**src/rtl/permutation_arbiter.sv**
```systemverilog
// Two-requester round-robin arbiter in front of a single Permutation engine.
// Optional watchdog abort of stalled transactions: define PERM_ARB_TIMEOUT_EN.
module permutation_arbiter #(
  parameter int N             = 5,
  parameter int Count         = 64,
  parameter int TimeoutCycles = 256
) (
  input  logic             clk,
  input  logic             rst,
  input  logic             req0,
  input  logic             req1,
  input  logic [N*N-1:0]   matrixIn0,
  input  logic [N*N-1:0]   matrixIn1,
  output logic             gnt0,
  output logic             gnt1,
  output logic             putInput0,
  output logic             putInput1,
  output logic             done0,
  output logic             done1,
  output logic [N*N-1:0]   matrixOut,
  output logic             err,
  output logic             permStart,
  output logic [N*N-1:0]   permMatrixIn,
  input  logic             permReady,
  input  logic             permPutInput,
  input  logic [N*N-1:0]   permMatrixOut
);

  // state     | meaning
  // IDLE      | no grant; arbitrate on next edge
  // START     | grant set, engine start pulse, slice counter cleared
  // WAIT_BUSY | waiting for the engine to drop permReady
  // BUSY      | engine running; waiting for permReady
  // DONE      | done pulse to granted requester; grant released next edge
  localparam int CW = $clog2(Count) + 1;

  typedef enum logic [2:0] {
    S_IDLE, S_START, S_WAIT_BUSY, S_BUSY, S_DONE
  } state_t;

  state_t          state_q, state_d;
  logic [1:0]      gnt_q, gnt_d;
  logic            last_q, last_d;
  logic [CW-1:0]   cnt_q, cnt_d;
  logic            err_q, err_d;

`ifdef PERM_ARB_TIMEOUT_EN
  localparam int WW = $clog2(TimeoutCycles) + 1;
  logic [WW-1:0]   wd_q, wd_d;
`else
  logic            unused_timeout_cfg;
  assign unused_timeout_cfg = (TimeoutCycles == 0);
`endif

  always_comb begin
    state_d = state_q;
    gnt_d   = gnt_q;
    last_d  = last_q;
    cnt_d   = cnt_q;
    err_d   = err_q;
`ifdef PERM_ARB_TIMEOUT_EN
    wd_d    = wd_q;
`endif
    case (state_q)
      S_IDLE: begin
        if (req0 || req1) begin
          state_d = S_START;
          if (req0 && req1) gnt_d = last_q ? 2'b01 : 2'b10;
          else              gnt_d = req0 ? 2'b01 : 2'b10;
        end
      end
      S_START: begin
        cnt_d   = '0;
        state_d = S_WAIT_BUSY;
      end
      S_WAIT_BUSY: if (!permReady) state_d = S_BUSY;
      S_BUSY:      if (permReady)  state_d = S_DONE;
      S_DONE: begin
        state_d = S_IDLE;
        gnt_d   = 2'b00;
        last_d  = gnt_q[1];
        if (cnt_q != CW'(Count)) err_d = 1'b1;
      end
      default: state_d = S_IDLE;
    endcase

    // Saturate so an over-long transaction can never wrap back to Count.
    if ((state_q == S_WAIT_BUSY || state_q == S_BUSY) && permPutInput && (cnt_q != '1))
      cnt_d = cnt_q + 1'b1;

`ifdef PERM_ARB_TIMEOUT_EN
    if (state_q == S_START) wd_d = '0;
    if (state_q == S_WAIT_BUSY || state_q == S_BUSY) begin
      if (wd_q == WW'(TimeoutCycles - 1)) begin
        state_d = S_IDLE;
        gnt_d   = 2'b00;
        err_d   = 1'b1;
        last_d  = gnt_q[1];
      end else begin
        wd_d = wd_q + 1'b1;
      end
    end
`endif
  end

  always_ff @(posedge clk or posedge rst) begin
    if (rst) begin
      state_q <= S_IDLE;
      gnt_q   <= 2'b00;
      last_q  <= 1'b1;
      cnt_q   <= '0;
      err_q   <= 1'b0;
`ifdef PERM_ARB_TIMEOUT_EN
      wd_q    <= '0;
`endif
    end else begin
      state_q <= state_d;
      gnt_q   <= gnt_d;
      last_q  <= last_d;
      cnt_q   <= cnt_d;
      err_q   <= err_d;
`ifdef PERM_ARB_TIMEOUT_EN
      wd_q    <= wd_d;
`endif
    end
  end

  assign gnt0         = gnt_q[0];
  assign gnt1         = gnt_q[1];
  assign done0        = (state_q == S_DONE) && gnt_q[0];
  assign done1        = (state_q == S_DONE) && gnt_q[1];
  assign permStart    = (state_q == S_START);
  assign putInput0    = permPutInput && gnt_q[0];
  assign putInput1    = permPutInput && gnt_q[1];
  assign matrixOut    = permMatrixOut;
  assign err          = err_q;
  assign permMatrixIn = gnt_q[0] ? matrixIn0 : (gnt_q[1] ? matrixIn1 : '0);

endmodule

```
**config.mk**
```make
export PLATFORM = sky130hd
export DESIGN_NAME = permutation_arbiter
export DESIGN_NICKNAME = d
export VERILOG_FILES = /design/src/rtl/permutation_arbiter.sv
export SDC_FILE = /design/constraint.sdc
export NUM_CORES = 1
export LEC_CHECK = 0
export CORE_MARGIN = 2
export CORE_UTILIZATION = 30
export CTS_CLUSTER_DIAMETER = 80
export CTS_CLUSTER_SIZE = 24
export DETAILED_ROUTE_END_ITERATION = 8
export PLACE_DENSITY_LB_ADDON = 0.08
export SYNTH_ARGS = -nofsm -noshare
export SYNTH_HDL_FRONTEND = slang
export SYNTH_SLANG_ARGS = --single-unit
```
**constraint.sdc**
```tcl
create_clock -name clk -period 3.51 [get_ports clk]
set_input_delay 0.8775 -clock clk [delete_from_list [all_inputs] [get_ports clk]]
set_output_delay 0.8775 -clock clk [all_outputs]
set_load 0.02 [all_outputs]
```
* Yosys cells after proc, flatten, opt, wreduce, memory -nomap -nowiden
Cells that the tools add are included.
** Operators by class
- Add/subtract/negate cells :: 1
- Equality and inequality tests :: 9
- Muxes and demuxes :: 13
- Reductions and logical operators :: 15
** Operators with widths (number)
- $mux 25 :: 2
- $mux 7 :: 2
- $ne 7x7->1 const B :: 2
- $pmux 3 s4 :: 1
- $mux 3 :: 3
- $mux 2 :: 4
- $add 7x1->7 const B :: 1
- $logic_and 1x1->1 :: 7
- $eq 3x2->1 const B :: 2
- $ne 2x2->1 const B :: 3
- $pmux 2 s2 :: 1
- $reduce_and 2->1 :: 2
- $reduce_bool 2->1 :: 2
- $eq 3x1->1 const B :: 1
- $eq 3x3->1 const B :: 1
- $logic_not 3->1 :: 1
- $reduce_and 3->1 :: 1
- $logic_or 1x1->1 :: 2
** Storage, ports and cells
- Flip-flop bits (word level) :: 14

* Depth between registers and ports, before layout
- Depth after elaboration :: 5
- Gate-level depth with buffers :: 5
- Gate-level depth less buffers :: 5

* Worst setup path before layout
OpenSTA, ideal clock, no wires.
- Kind :: flip-flop to output port
- From :: register gnt_q[0]
- To :: output port permMatrixIn[10]
- Arrival time :: 1322 ps
- Data required time :: 2633 ps
- Path slack :: 1310 ps
- Stages on the path, launching flop included :: 4
- Path buffers :: 2
- Cells stage by stage :: dfrtp_1 clkbuf_1 buf_1 a22o_1
** Between the ends
- Cells in the longest elaborated chain, start to end :: 1
** RTL lines
- from (decl) :: RTL line 42 : logic [1:0] gnt_q, gnt_d;
- from (signal assigned) :: RTL line 118 : gnt_q <= gnt_d;
- $mux 25 :: RTL line 137 : assign permMatrixIn = gnt_q[0] ? matrixIn0 : (gnt_q[1] ? matrixIn1 : '0);
- to (decl) :: RTL line 23 : output logic [N*N-1:0] permMatrixIn,
No other way between the ends.

* Final worst setup path
- From :: input port permPutInput
- To :: output port putInput0
** Between the ends
- Cells in the longest elaborated chain, start to end :: 1
** RTL lines
- from (decl) :: RTL line 25 : input logic permPutInput,
- $logic_and 1x1->1 :: RTL line 133 : assign putInput0 = permPutInput && gnt_q[0];
- to (decl) :: RTL line 16 : output logic putInput0,
No other way between the ends.

==> out/metrics.cfg <==
[timing]
rsz0062_at_grt=no
max_slew.worst_pin.slew_ps=546
final.min_clock_period_ps=3070
fin_ws_ps=443
setup_viol=0
clock_skew_ps=3.13
post-route-period-util_pct=87.4
fmaxAchievable_mhz=326
slew_violations=0
tns_ps=0
timing_hold_violations_final=0
maxSlewHeadroom_pct=63.6

[floorplanning]
core-area_mm2=0.00397
die_area_mm2=0.00462
die_x_um=68.0
die_h_um=68.0
rows=23
num_io_pins=139
initial_core_util_pct=30.9

[clocking]
h-tree-depth=1
clockBufferDepth=2
clock_sinks=14
cts_setup_buffers=0
clk_latency_ps=240
numCtsBuffers=3
cts_resized=0
cts-hold-fix-buffers=0
root_buffer=clkbuf_8
cts_tree=built
clkTransAtPathRegs_ps=60

[place]
postPlaceCellArea_mm2=0.00196
place_ws_ps=436
port_buffers=88
globalplace.congestion=0.772
place_hpwl_mm=3.50

[global_routing]
grt_max_degree=30
grt_pass1_vias=1214
gr-total-overflow=0
grt_pass1_wl_mm=6.22
antenna_found_initial=0
track_usage_pct=18.0

[status]
status=finished clean

[final_layout]
antenna_cells=0
final_cell_mix=clkdlybuf4s50_1, a22o_1, dfrtp_1, nor2_1
drive_gt1_share_pct=7.33
final_common_cell=clkdlybuf4s50_1
nets=275
syn_to_final_growth_pct=64.2
n_fill_cell=369
postLayoutCellArea_mm2=0.00202

[logic_synthesis]
netlist_area_mm2=0.00123
yosysSeqAreaShare_pct=28.6
synth.avg_cell_area_um2=9.44
ys_warn_count=0
synth_cell_types=39
synth_edf_count=0
synth-main-ff-cell=dfrtp_1
synth_async_sr_flop_share_pct=100
synth_nets=213
synthCells=130
synth_seq_cells=14

[setup_path]
crit_start=permPutInput
path_class=input port to output port
cp_data_required_time_ps=2630
cp.arrival_ps=2190
rrSetupSlack_ps=1840
r2r-start=cnt_q[0]
critPathCapture=putInput0
timing.rr.end=cnt_q[0]
worst-r2r-cell-count=5
critPathCaptureType=output port
start_kind=input port
crit_fanout=4

[power]
switching_share_pct=43.6
p_switching_uw=655
seqPwrFrac_pct=20.3
peakVddDrop_mv=0.326
p_leak_uw=0.000829
pwr-share-comb_pct=69.4
clock_power_share_pct=10.3
p_per_area_mw_per_mm2=746
p_int_uw=849

[drt]
drt-initial-drc-count=32
wl_per_cell_um=18.1
dr.pass1.iters=4
vias=1253
vias_per_cell=5.20
drtAntennaViolNets=0
drc=0
wl_mm=4.35

[run]
drv_cap=0

[min_path]
worst_hold_path_type=register to register

metrics by stage:
stage | utilization, % | hold WS (ps) | cells | total power (uW)
after floorplan | - | 498 | 130 | 940
after global placement | 49.4 | 470 | 237 | 1330
after detailed placement | 49.4 | 479 | 237 | 1360
after CTS | 50.8 | 492 | 241 | 1520
after global routing | 50.8 | 529 | 241 | 1600
final | 50.8 | 489 | 241 | 1500
critical path, stage by stage:
cell,delay [ps]
clkdlybuf4s50_1,560
and2_1,150
clkdlybuf4s50_1,600
power by group through the flow:
stage / clock network (uW) / logic (uW) / registers, uW
after floorplan: 0 / 648 / 292
after CTS: 161 / 1060 / 306
final: 155 / 1040 / 305
after detailed placement: 0 / 1050 / 309
after global placement: 0 / 1030 / 303
after global routing: 168 / 1110 / 319
registers in the layout, indices dropped and copies added, names as in the netlist:
name     cells
err          1
state_q      3
cnt_q        7
gnt_q        2
last_q       1
kinds of logic (layout without fill, tap and decap cells):
logic type	count (synthesis)	after routing	synth area share (%)
multiplexers	2	2	2.04
buffers and inverters	37	98	19.6
AO/OA/AOI/OAI	45	45	31.0
adder cells (fa/ha/maj)	2	2	2.04
XOR/XNOR	1	1	0.714
AND/OR/NAND/NOR	29	29	16.0
flip-flops	14	14	28.6
worst min-delay path by stage:
stage | start | endpoint | depth (start not counted)
6_report | err | err | 1
5_1_grt | err | err | 1
4_1_cts | err | err | 1
3_5_place_dp | err | err | 1
3_3_place_gp | err | err | 1
2_1_floorplan | last_q | last_q | 1
layer usage:
layer	GRT usage [%]	vias up	part of all wire [%]
met1	17.3	594	34
li1	-	587	-
met3	4.11	6	11
met5	0	-	0
met4	6.75	0	1.5
met2	36.3	66	53
final cells by class:
class | count | area (um^2) | share of cell area (%)
repair buffers | 90 | 896 | 44.4
multi-input cells | 79 | 636 | 31.5
flip-flops and latches | 14 | 352 | 17.4
well taps | 50 | 62.6 | 3.10
clock buffers | 4 | 55.1 | 2.73
inverters | 4 | 15.0 | 0.745
Yosys cell counts (2+ instances only):
master,instances,area [um^2]
a22o_1,27,236
buf_4,26,195
dfrtp_1,13,325
nor2_1,5,18.8
a21oi_1,4,20.0
inv_1,4,15.0
nand2_1,4,15.0
buf_2,3,15.0
clkbuf_1,3,11.3
nand3_1,3,15.0
o21ai_0,3,15.0
a21o_1,2,15.0
a32o_1,2,20.0
and2_1,2,12.5
and3_1,2,12.5
ha_1,2,25.0
nor3_1,2,10.0
nor3b_1,2,15.0
Note: power is estimated with default switching activity, not from simulation.
